===== src/rtl/seg_disp20_pkg.sv =====
// seg_disp20_pkg: shared widths, counter limits and seven-segment encodings.
package seg_disp20_pkg;
    localparam int WIDTH = 5;
    localparam logic [WIDTH-1:0] MOD_MAX = 5'd19;
    localparam logic [6:0] SEG_BLANK = 7'h00;
    localparam logic [6:0] SEG_DASH = 7'h40;
    localparam logic [9:0][6:0] SEG_LUT = {
        7'h6F, 7'h7F, 7'h07, 7'h7D, 7'h6D, 7'h66, 7'h4F, 7'h5B, 7'h06, 7'h3F
    };
    function automatic logic [6:0] seg_of(logic [3:0] d);
        return d > 4'd9 ? SEG_BLANK : SEG_LUT[d];
    endfunction
endpackage


===== src/rtl/seg_disp20_if.sv =====
// seg_disp20_if: counter input, error clear and display/step outputs.
interface seg_disp20_if;
    import seg_disp20_pkg::*;
    logic [WIDTH-1:0] count_in;
    logic err_clr;
    logic [6:0] seg;
    logic [1:0] an;
    logic up_pulse;
    logic down_pulse;
    logic wrap_pulse;
    logic last_dir;
    logic err;
    modport master (
        output count_in, err_clr,
        input seg, an, up_pulse, down_pulse, wrap_pulse, last_dir, err
    );
    modport slave (
        input count_in, err_clr,
        output seg, an, up_pulse, down_pulse, wrap_pulse, last_dir, err
    );
endinterface


===== src/rtl/seg_disp20_seg7_enc.sv =====
// seg7_enc: BCD digit to active-high segments; dash overrides blank.
module seg7_enc
    import seg_disp20_pkg::*;
(
    input  logic [3:0] digit,
    input  logic       blank,
    input  logic       dash,
    output logic [6:0] seg
);
    assign seg = dash ? SEG_DASH : blank ? SEG_BLANK : seg_of(digit);
endmodule


===== src/rtl/seg_disp20.sv =====
// seg_disp20: mod-20 counter monitor with step/wrap detection and a
// two-digit multiplexed seven-segment display.
module seg_disp20
    import seg_disp20_pkg::*;
#(
    parameter int REFRESH_DIV = 1000
) (
    input logic mclk,
    input logic reset,
    seg_disp20_if.slave bus
);
    localparam logic [15:0] TC = 16'(REFRESH_DIV - 1);
    logic [WIDTH-1:0] count_q, prev_q;
    logic valid, prev_valid, sel;
    logic [15:0] rcnt;
    logic legal, classify, step_up, step_dn, wrap, new_err, tens;
    logic [3:0] ones;
    logic [6:0] seg_next;
    assign legal = count_q <= MOD_MAX && prev_q <= MOD_MAX;
    // prev_valid means prev_q also holds a post-reset sample
    assign classify = prev_valid && legal;
    assign wrap = (prev_q == MOD_MAX && count_q == '0) || (prev_q == '0 && count_q == MOD_MAX);
    assign step_up = (prev_q == MOD_MAX && count_q == '0) ||
                     (prev_q != MOD_MAX && count_q == prev_q + 5'd1);
    assign step_dn = (prev_q == '0 && count_q == MOD_MAX) ||
                     (prev_q != '0 && count_q == prev_q - 5'd1);
    assign new_err = (valid && count_q > MOD_MAX) ||
                     (classify && count_q != prev_q && !step_up && !step_dn);
    assign tens = count_q >= 5'd10;
    // mod-16 subtraction is exact here since ones never exceeds 9
    assign ones = count_q[3:0] - (tens ? 4'd10 : 4'd0);
    seg7_enc u_enc (
        .digit(sel ? {3'b000, tens} : ones),
        .blank(sel && !tens),
        .dash (count_q > MOD_MAX),
        .seg  (seg_next)
    );
    always_ff @(posedge mclk) begin
        if (reset) begin
            count_q         <= '0;
            prev_q          <= '0;
            valid           <= 1'b0;
            prev_valid      <= 1'b0;
            rcnt            <= '0;
            sel             <= 1'b0;
            bus.seg         <= SEG_BLANK;
            bus.an          <= 2'b11;
            bus.up_pulse    <= 1'b0;
            bus.down_pulse  <= 1'b0;
            bus.wrap_pulse  <= 1'b0;
            bus.last_dir    <= 1'b1;
            bus.err         <= 1'b0;
        end else begin
            prev_q          <= count_q;
            count_q         <= bus.count_in;
            valid           <= 1'b1;
            prev_valid      <= valid;
            rcnt            <= rcnt == TC ? '0 : rcnt + 16'd1;
            sel             <= rcnt == TC ? !sel : sel;
            bus.seg         <= seg_next;
            bus.an          <= sel ? 2'b01 : 2'b10;
            bus.up_pulse    <= classify && step_up;
            bus.down_pulse  <= classify && step_dn;
            bus.wrap_pulse  <= classify && wrap;
            bus.last_dir    <= classify && step_up ? 1'b1 : classify && step_dn ? 1'b0 : bus.last_dir;
            bus.err         <= new_err || (bus.err && !bus.err_clr);
        end
    end
endmodule

===== src/flat_wrapper.sv =====
// flat-port wrapper written by rule: the top's interface ports become plain ports
module seg_disp20_flat import seg_disp20_pkg::*;
#(
    parameter int REFRESH_DIV = 1000
)
  (mclk, reset, bus_count_in, bus_err_clr, bus_seg, bus_an, bus_up_pulse, bus_down_pulse, bus_wrap_pulse, bus_last_dir, bus_err);
  seg_disp20_if bus_i ();
  input logic mclk;
  input logic reset;
  input wire logic [$bits(bus_i.count_in)-1:0] bus_count_in;
  input wire logic [$bits(bus_i.err_clr)-1:0] bus_err_clr;
  output wire logic [$bits(bus_i.seg)-1:0] bus_seg;
  output wire logic [$bits(bus_i.an)-1:0] bus_an;
  output wire logic [$bits(bus_i.up_pulse)-1:0] bus_up_pulse;
  output wire logic [$bits(bus_i.down_pulse)-1:0] bus_down_pulse;
  output wire logic [$bits(bus_i.wrap_pulse)-1:0] bus_wrap_pulse;
  output wire logic [$bits(bus_i.last_dir)-1:0] bus_last_dir;
  output wire logic [$bits(bus_i.err)-1:0] bus_err;
  assign bus_i.count_in = bus_count_in;
  assign bus_i.err_clr = bus_err_clr;
  assign bus_seg = bus_i.seg;
  assign bus_an = bus_i.an;
  assign bus_up_pulse = bus_i.up_pulse;
  assign bus_down_pulse = bus_i.down_pulse;
  assign bus_wrap_pulse = bus_i.wrap_pulse;
  assign bus_last_dir = bus_i.last_dir;
  assign bus_err = bus_i.err;
  seg_disp20 #(.REFRESH_DIV(REFRESH_DIV)) u_core (.mclk(mclk), .reset(reset), .bus(bus_i));
endmodule

===== config.mk =====
export PLATFORM = sky130hd
export DESIGN_NAME = seg_disp20_flat
export DESIGN_NICKNAME = d
export VERILOG_FILES = /design/src/rtl/seg_disp20_pkg.sv /design/src/rtl/seg_disp20_if.sv /design/src/rtl/seg_disp20_seg7_enc.sv /design/src/rtl/seg_disp20.sv /design/src/flat_wrapper.sv
export SDC_FILE = /design/constraint.sdc
export NUM_CORES = 1
export LEC_CHECK = 0
export CORE_MARGIN = 3
export CORE_UTILIZATION = 30
export CTS_CLUSTER_SIZE = 25
export DETAILED_ROUTE_END_ITERATION = 12
export MAX_ROUTING_LAYER = met4
export SLEW_MARGIN = 20
export SYNTH_ARGS = -nofsm -noshare
export SYNTH_HDL_FRONTEND = slang
export SYNTH_SLANG_ARGS = --single-unit
export TNS_END_PERCENT = 1

===== constraint.sdc =====
create_clock -name mclk -period 3.3 [get_ports mclk]
set_clock_uncertainty 0.2 [all_clocks]
set_input_delay 0.66 -clock mclk [delete_from_list [all_inputs] [get_ports mclk]]
set_output_delay 0.66 -clock mclk [all_outputs]
set_load 0.02 [all_outputs]

==> flow_summary.json, run 1 <==
{
  "outcome": "finished clean",
  "crit_arrival_ns": 2.60,
  "grt_pass1_vias": 1511,
  "drt-total-wl_mm": 3.89,
  "grt_total_ovfl": 0,
  "dieArea_mm2": 0.00794,
  "synth_cell_type_count": 42,
  "maxClockFrequency_ghz": 0.381,
  "worst_r2r_path_depth": 8,
  "clk_path_buf_depth": 2,
  "flip_flop_cell_with_the_highest_count_after_synthesis": "sky130_fd_sc_hd__dfxtp_1",
  "netlist_area_mm2": 0.00207,
  "cts-buffers-inserted": 5,
  "clkLatencyLatePin_ns": 0.30,
  "critPathSlowestCell": "sky130_fd_sc_hd__o311ai_2",
  "max_cap_viol_count": 0,
  "postSynthNetCount": 251,
  "worst_hold_path_type": "reg -> reg",
  "post-layout-total-power_mw": 1.08,
  "cp-end-kind": "flip-flop",
  "design.final.nets": 272,
  "synth-edff-count": 0,
  "ctsResizeCount": 0,
  "worstSetupPathDepth": 8,
  "maxSlewHeadroom_pct": 52.6,
  "routability_cong": 0.798,
  "power_density_mw_per_mm2": 444,
  "grt_pass1_wl_mm": 6.69,
  "crit_path_cell_trace": "o21ai_0 -> nand2_1 -> ha_1 -> or2_2 -> ha_1 -> o21a_1 -> o311ai_2 -> a221oi_1",
  "ioPinCount": 22,
  "globalRouteTotalUtil_pct": 11.1,
  "report.final.slew_viol_count": 0,
  "post-cts-setup-buffers": 0,
  "pin_count_of_the_biggest_net_entering_global_routing": 16,
  "postSynthCellCount": 230,
  "io_buffers": 21,
  "mean_post_synth_cell_area_um2": 9.01,
  "detail_route.drc_violations": 0,
  "critical_path.startpoint_type": "flip-flop",
  "data_required_critical_path_ns": 3.27,
  "synth.top_cells.by_area": "sky130_fd_sc_hd__dfxtp_1 42%, sky130_fd_sc_hd__ha_1 7.8%, sky130_fd_sc_hd__nor2_1 5.8%, sky130_fd_sc_hd__xnor2_1 5.1%, sky130_fd_sc_hd__xor2_1 5.1%",
  "antenna_cells_inserted": 0,
  "clk_transition_reported_paths_ns": 0.09,
  "initial_utilization_pct": 31.7,
  "htree_num_levels": 2,
  "drt-wirelength-per-cell_um": 11.8,
  "path_class": "reg -> reg",
  "num_vias": 1555,
  "hold-worst-slack_ns": 0.249,
  "worst_hold_path.num_cells": 1,
  "timing.final.hold_violations": 0,
  "drt_first_iter_violations": 97,
  "synth_top_cell_by_area": "sky130_fd_sc_hd__dfxtp_1",
  "floorplan.die.height_um": 89.1,
  "fin_crit_ns": 2.62,
  "root_buffer_cell": "sky130_fd_sc_hd__clkbuf_8",
  "leakagePower_nw": 0.951,
  "grt_antenna_before_repair": 0,
  "synth.ff_latch_count": 43,
  "timing_worst_slew_pin_value_ns": 0.704,
  "drive_above_1_share_pct": 7.54,
  "cp_peak_stage_delay_ns": 0.42,
  "syn_to_final_growth_pct": 17.4,
  "timing.critical_path.buf_inv": 0,
  "critical-path-top-delay-family": "compound AO/OA/AOI/OAI gates",
  "die_x_um": 89.1,
  "timing.critical_path.fanout_max": 8,
  "fin_setup_tns_ns": 0,
  "final_util_pct": 37.3,
  "postRouteAntennaNets": 0,
  "routed_via_density": 4.73,
  "detail_route.first_pass.iterations": 4,
  "yosys_warnings": 0,
  "postCtsHoldBufs": 0,
  "cpMostUsedCell": "sky130_fd_sc_hd__ha_1",
  "cts.sink_count": 43,
  "num_rows": 29,
  "yosys_top_cell_area_share_pct": 41.5,
  "core-area_mm2": 0.00653,
  "tritoncts": "done",
  "place.detailed.hpwl_mm": 2.93,
  "timing.final.setup_violations": 0,
  "synth-seq-area-share_pct": 41.5,
  "ys_async_sr_fraction_pct": 0,
  "finalCritPeriodShare_pct": 79.5,
  "irDropWorstVdd_mv": 0.184,
  "setup_repair_after_global_routing_missed_its_margin": "false"
}
==> power breakdown <==
group          internal, mW  switching, mW  leakage (nW)
combinational        0.0815         0.0896         0.558
clock                 0.151          0.198        0.0408
sequential            0.543         0.0177         0.352
total                 0.776          0.306         0.951
==> placed cells by master (no fill, tap or decap), types with 2 or more instances in the layout <==
master,n
sky130_fd_sc_hd__dfxtp_1,43
sky130_fd_sc_hd__nor2_1,32
sky130_fd_sc_hd__clkdlybuf4s50_1,21
sky130_fd_sc_hd__inv_1,15
sky130_fd_sc_hd__nand2_1,14
sky130_fd_sc_hd__nand3_1,13
sky130_fd_sc_hd__ha_1,13
sky130_fd_sc_hd__xor2_1,12
sky130_fd_sc_hd__xnor2_1,12
sky130_fd_sc_hd__nor2b_1,12
sky130_fd_sc_hd__nor4_1,6
sky130_fd_sc_hd__a21oi_1,6
sky130_fd_sc_hd__o21ai_0,5
sky130_fd_sc_hd__nor3_1,5
sky130_fd_sc_hd__clkbuf_8,5
sky130_fd_sc_hd__or2_2,3
sky130_fd_sc_hd__and3_1,3
sky130_fd_sc_hd__a221oi_1,3
sky130_fd_sc_hd__a21o_1,2
sky130_fd_sc_hd__a211o_1,2
sky130_fd_sc_hd__a221o_1,2
sky130_fd_sc_hd__clkinvlp_4,2
==> registers in the layout, indices dropped and copies added (netlist names) <==
signal                 cells
u_core.bus.last_dir        1
u_core.valid               1
u_core.prev_valid          1
u_core.bus.down_pulse      1
u_core.prev_q              5
u_core.bus.err             1
u_core.sel                 1
u_core.rcnt               16
u_core.count_q             5
u_core.bus.wrap_pulse      1
u_core.bus.seg             7
u_core.bus.an              2
u_core.bus.up_pulse        1
==> metal layers <==
layer | vias to the layer above | share of wire [%] | global-route usage (%)
li1 | 809 | - | -
met1 | 721 | 48 | 12.9
met2 | 18 | 47 | 18.4
met3 | 7 | 3.0 | 3.32
met4 | 0 | 1.7 | 3.65
met5 | - | 0 | -
==> path summary, 6_finish.rpt <==
| check | start | end | slack, ns |
|---|---|---|---|
| setup / recovery | u_core.count_q[2] | u_core.bus.seg[3] | 0.68 |
| setup reg to reg | u_core.count_q[2] | u_core.bus.seg[3] | 0.68 |
| hold reg to reg | u_core.rcnt[0] | u_core.rcnt[0] | 0.25 |
| hold / removal | u_core.rcnt[0] | u_core.rcnt[0] | 0.25 |
==> worst register-to-register path: stages (launching register included) <==
cell and delay (ns):
sky130_fd_sc_hd__dfxtp_1 0.40, sky130_fd_sc_hd__o21ai_0 0.24, sky130_fd_sc_hd__nand2_1 0.09, sky130_fd_sc_hd__ha_1 0.30
sky130_fd_sc_hd__or2_2 0.33, sky130_fd_sc_hd__ha_1 0.21, sky130_fd_sc_hd__o21a_1 0.21, sky130_fd_sc_hd__o311ai_2 0.42
sky130_fd_sc_hd__a221oi_1 0.09
==> cells by family after synthesis <==
| family | Yosys count | share of synthesized area (%) |
|---|---|---|
| flops | 43 | 41.5 |
| compound gates | 29 | 11.0 |
| simple gates | 96 | 23.4 |
| xor+xnor | 25 | 10.9 |
| buf+inv | 23 | 4.89 |
| fa+ha+maj | 13 | 7.85 |
| mux | 1 | 0.483 |
==> per-stage QoR <==
stage / cell area (um2) / worst slack (ns) / std cells
floorplan: 2070 / 0.838 / 230
global route: 2430 / 0.429 / 329
global placement: 2340 / 0.732 / 321
CTS: 2430 / 0.682 / 329
detailed placement: 2340 / 0.686 / 321
finish: 2430 / 0.677 / 329
==> final cells by class <==
type / count / area [um2]
multi-input cells: 164 / 1110
flip-flops and latches: 43 / 861
inverters: 15 / 56.3
clock inverters: 3 / 23.8
repair buffers: 22 / 218
clock buffers: 5 / 68.8
well taps: 77 / 96.3
fillers: 667 / 4100
==> cell usage after synthesis (all sizes together) (3+ instances only) <==
cell and number:
a21oi 6, a221oi 3, and3 3, buf 5, clkbuf 3, dfxtp 43
ha 13, inv 15, nand2 14, nand3 13, nor2 32, nor2b 12
nor3 5, nor4 6, o21ai 6, or2 4, xnor2 12, xor2 13
No activity file was read; power rests on OpenSTA's default activity.
==> run 2, diff against run 1 <==
==> constraint.sdc (replaced) <==
create_clock -name mclk -period 2.3 [get_ports mclk]
set_clock_uncertainty 0.2 [all_clocks]
set_input_delay 0.46 -clock mclk [delete_from_list [all_inputs] [get_ports mclk]]
set_output_delay 0.46 -clock mclk [all_outputs]
set_load 0.02 [all_outputs]
==> flow_summary.json, run 2 (synthesized netlist as in run 1, its figures left out) <==
{
  "cts-buffers-inserted": 5,
  "irDropWorstVdd_mv": 0.212,
  "pin_count_of_the_biggest_net_entering_global_routing": 16,
  "grt_antenna_before_repair": 0,
  "pwr-share-clk_pct": 29.9,
  "design.final.nets": 289,
  "detail_route.drc_violations": 0,
  "worstSetupStartpoint": "u_core.count_q[2]",
  "cpMostUsedCell": "sky130_fd_sc_hd__ha_1",
  "cp_peak_stage_delay_ns": 0.33,
  "initial_utilization_pct": 31.7,
  "worst_hold_path.endpoint": "u_core.rcnt[0]",
  "timing.final.setup_violations": 0,
  "timing.final.hold_violations": 0,
  "io_buffers": 21,
  "tritoncts": "done",
  "leakagePower_nw": 1.04,
  "cp-end-kind": "flip-flop",
  "num_vias": 1610,
  "worst_r2r_path_depth": 8,
  "timing.critical_path.fanout_max": 6,
  "timing_worst_slew_pin_value_ns": 0.591,
  "critPathSlowestCell": "sky130_fd_sc_hd__dfxtp_2",
  "drt-wirelength-per-cell_um": 11.9,
  "postRouteAntennaNets": 0,
  "report.final.slew_viol_count": 0,
  "die_x_um": 89.1,
  "crit_path_cell_trace": "o21ai_2 -> nand2_1 -> ha_1 -> or2_4 -> ha_1 -> o21a_1 -> o311ai_4 -> a221oi_1",
  "top_register": "u_core.rcnt",
  "routability_cong": 0.867,
  "globalRouteTotalUtil_pct": 11.9,
  "ioPinCount": 22,
  "timing.rr.end": "u_core.bus.seg[3]",
  "finalCritPeriodShare_pct": 95.8,
  "path_class": "reg -> reg",
  "drt-total-wl_mm": 4.12,
  "clk_transition_reported_paths_ns": 0.08,
  "floorplan.die.height_um": 89.1,
  "drt_first_iter_violations": 58,
  "power.share.combinational_pct": 18.6,
  "layout_common_cells": "42 x sky130_fd_sc_hd__dfxtp_1, 32 x sky130_fd_sc_hd__nor2_1, 21 x sky130_fd_sc_hd__clkdlybuf4s50_1",
  "setup_repair_after_global_routing_missed_its_margin": "true",
  "critical_path.startpoint_type": "flip-flop",
  "final_cell_area_mm2": 0.00257,
  "htree_num_levels": 2,
  "switching_power_mw": 0.410,
  "r2r_start": "u_core.count_q[2]",
  "layout.cells.most_common": "sky130_fd_sc_hd__dfxtp_1",
  "power.internal_mw": 1.13,
  "core-area_mm2": 0.00653,
  "maxSlewHeadroom_pct": 60.2,
  "clk_path_buf_depth": 2,
  "grt_total_ovfl": 0,
  "postCtsHoldBufs": 0,
  "syn_to_final_growth_pct": 24.2,
  "numPlacedInstances": 337,
  "postPlaceCellArea_mm2": 0.00247,
  "max_cap_viol_count": 0,
  "routed_via_density": 4.65,
  "grt_pass1_wl_mm": 7.08,
  "reg.largest.list": "u_core.rcnt (16), u_core.bus.seg (7)",
  "largest_register_ff_count": 16,
  "final.fill_count": 658,
  "worst_hold_path_type": "reg -> reg",
  "data_required_critical_path_ns": 2.27,
  "dieArea_mm2": 0.00794,
  "fin_crit_ns": 2.20,
  "root_buffer_cell": "sky130_fd_sc_hd__clkbuf_8",
  "setup.reg_to_reg.worst_slack_ns": 0.1,
  "net_switching_share_of_the_total_power_pct": 26.5,
  "fin_cells": 346,
  "num_rows": 29,
  "hold_path.startpoint": "u_core.rcnt[0]",
  "antenna_cells_inserted": 0,
  "crit_arrival_ns": 2.17,
  "pwr-share-seq_pct": 51.6,
  "place.detailed.hpwl_mm": 3.19,
  "detail_route.first_pass.iterations": 4,
  "cts.sink_count": 43,
  "maxClockFrequency_ghz": 0.454,
  "clkLatencyLatePin_ns": 0.29,
  "worst_hold_path.num_cells": 1,
  "power_density_mw_per_mm2": 600,
  "outcome": "finished clean",
  "grt_pass1_vias": 1557,
  "drive_above_1_share_pct": 14.1
}
## run 2: changes by cell type in the layout (fill, tap and decap cells not counted), sizes merged
cell	change
clkinv	+1
buf	+17
clkinvlp	-2
clkbuf	+2
inv	-1
## run 2: metal layers
| layer | up-vias | part of all wire, % | GRT usage [%] | routed length, um |
|---|---|---|---|---|
| met5 | - | 0 | - | 0 |
| met4 | 0 | 1.2 | 4.06 | 50 |
| met3 | 5 | 4.0 | 3.32 | 165 |
| met2 | 25 | 51 | 19.6 | 2090 |
| met1 | 733 | 44 | 13.8 | 1810 |
| li1 | 847 | - | - | - |
## run 2: how the worst max path moves through the flow
stage,endpoint,depth (start not counted)
after detailed placement,u_core.bus.seg[3],8
after global routing,u_core.bus.seg[0],8
final,u_core.bus.seg[3],8
after CTS,u_core.bus.seg[3],8
after floorplan,u_core.bus.seg[0],9
after global placement,u_core.bus.seg[3],8
## run 2: power groups by stage
stage	sequential (mW)	clock (mW)	combinational [mW]
final	0.797	0.461	0.287
after CTS	0.797	0.485	0.289
after detailed placement	0.814	0	0.281
after global routing	0.801	0.523	0.317
after global placement	0.813	0	0.281
after floorplan	0.838	0	0.153
## run 2: worst max-delay path: cells and delay by family (launching register included)
kind	cells	cell delay (ns)
AO/OA/AOI/OAI	4	0.77
flip-flops	1	0.33
adder cells (fa/ha/maj)	2	0.46
AND/OR/NAND/NOR	2	0.32
## run 2: cell type report
cell class / instances / area [um2] / share of cell area (%)
clock inverters: 1 / 5.00 / 0.194
multi-input cells: 164 / 1130 / 44.0
well taps: 77 / 96.3 / 3.74
flip-flops and latches: 43 / 862 / 33.5
repair buffers: 39 / 345 / 13.4
clock buffers: 7 / 76.3 / 2.96
inverters: 15 / 56.3 / 2.19
## run 2: stage by stage
| step | setup TNS (ns) | hold slack (ns) | util, % | power, mW | setup slack (ns) |
|---|---|---|---|---|---|
| floorplan | -0.259 | 0.218 | - | 0.991 | -0.0532 |
| global placement | 0 | 0.229 | 37.9 | 1.09 | 0.00102 |
| global route | -0.0288 | 0.287 | 39.4 | 1.64 | -0.0162 |
| finish | 0 | 0.257 | 39.4 | 1.54 | 0.0955 |
| CTS | 0 | 0.267 | 39.3 | 1.57 | 0.00391 |
| detailed placement | -0.193 | 0.250 | 37.9 | 1.10 | -0.0447 |
## run 2: timing repair
item,4_1_cts,5_1_grt
pin swaps,3,1
setup endpoints to repair,6,7
endpoints found under the hold margin,0,0
buffers inserted,1,0
resized for setup,2,3
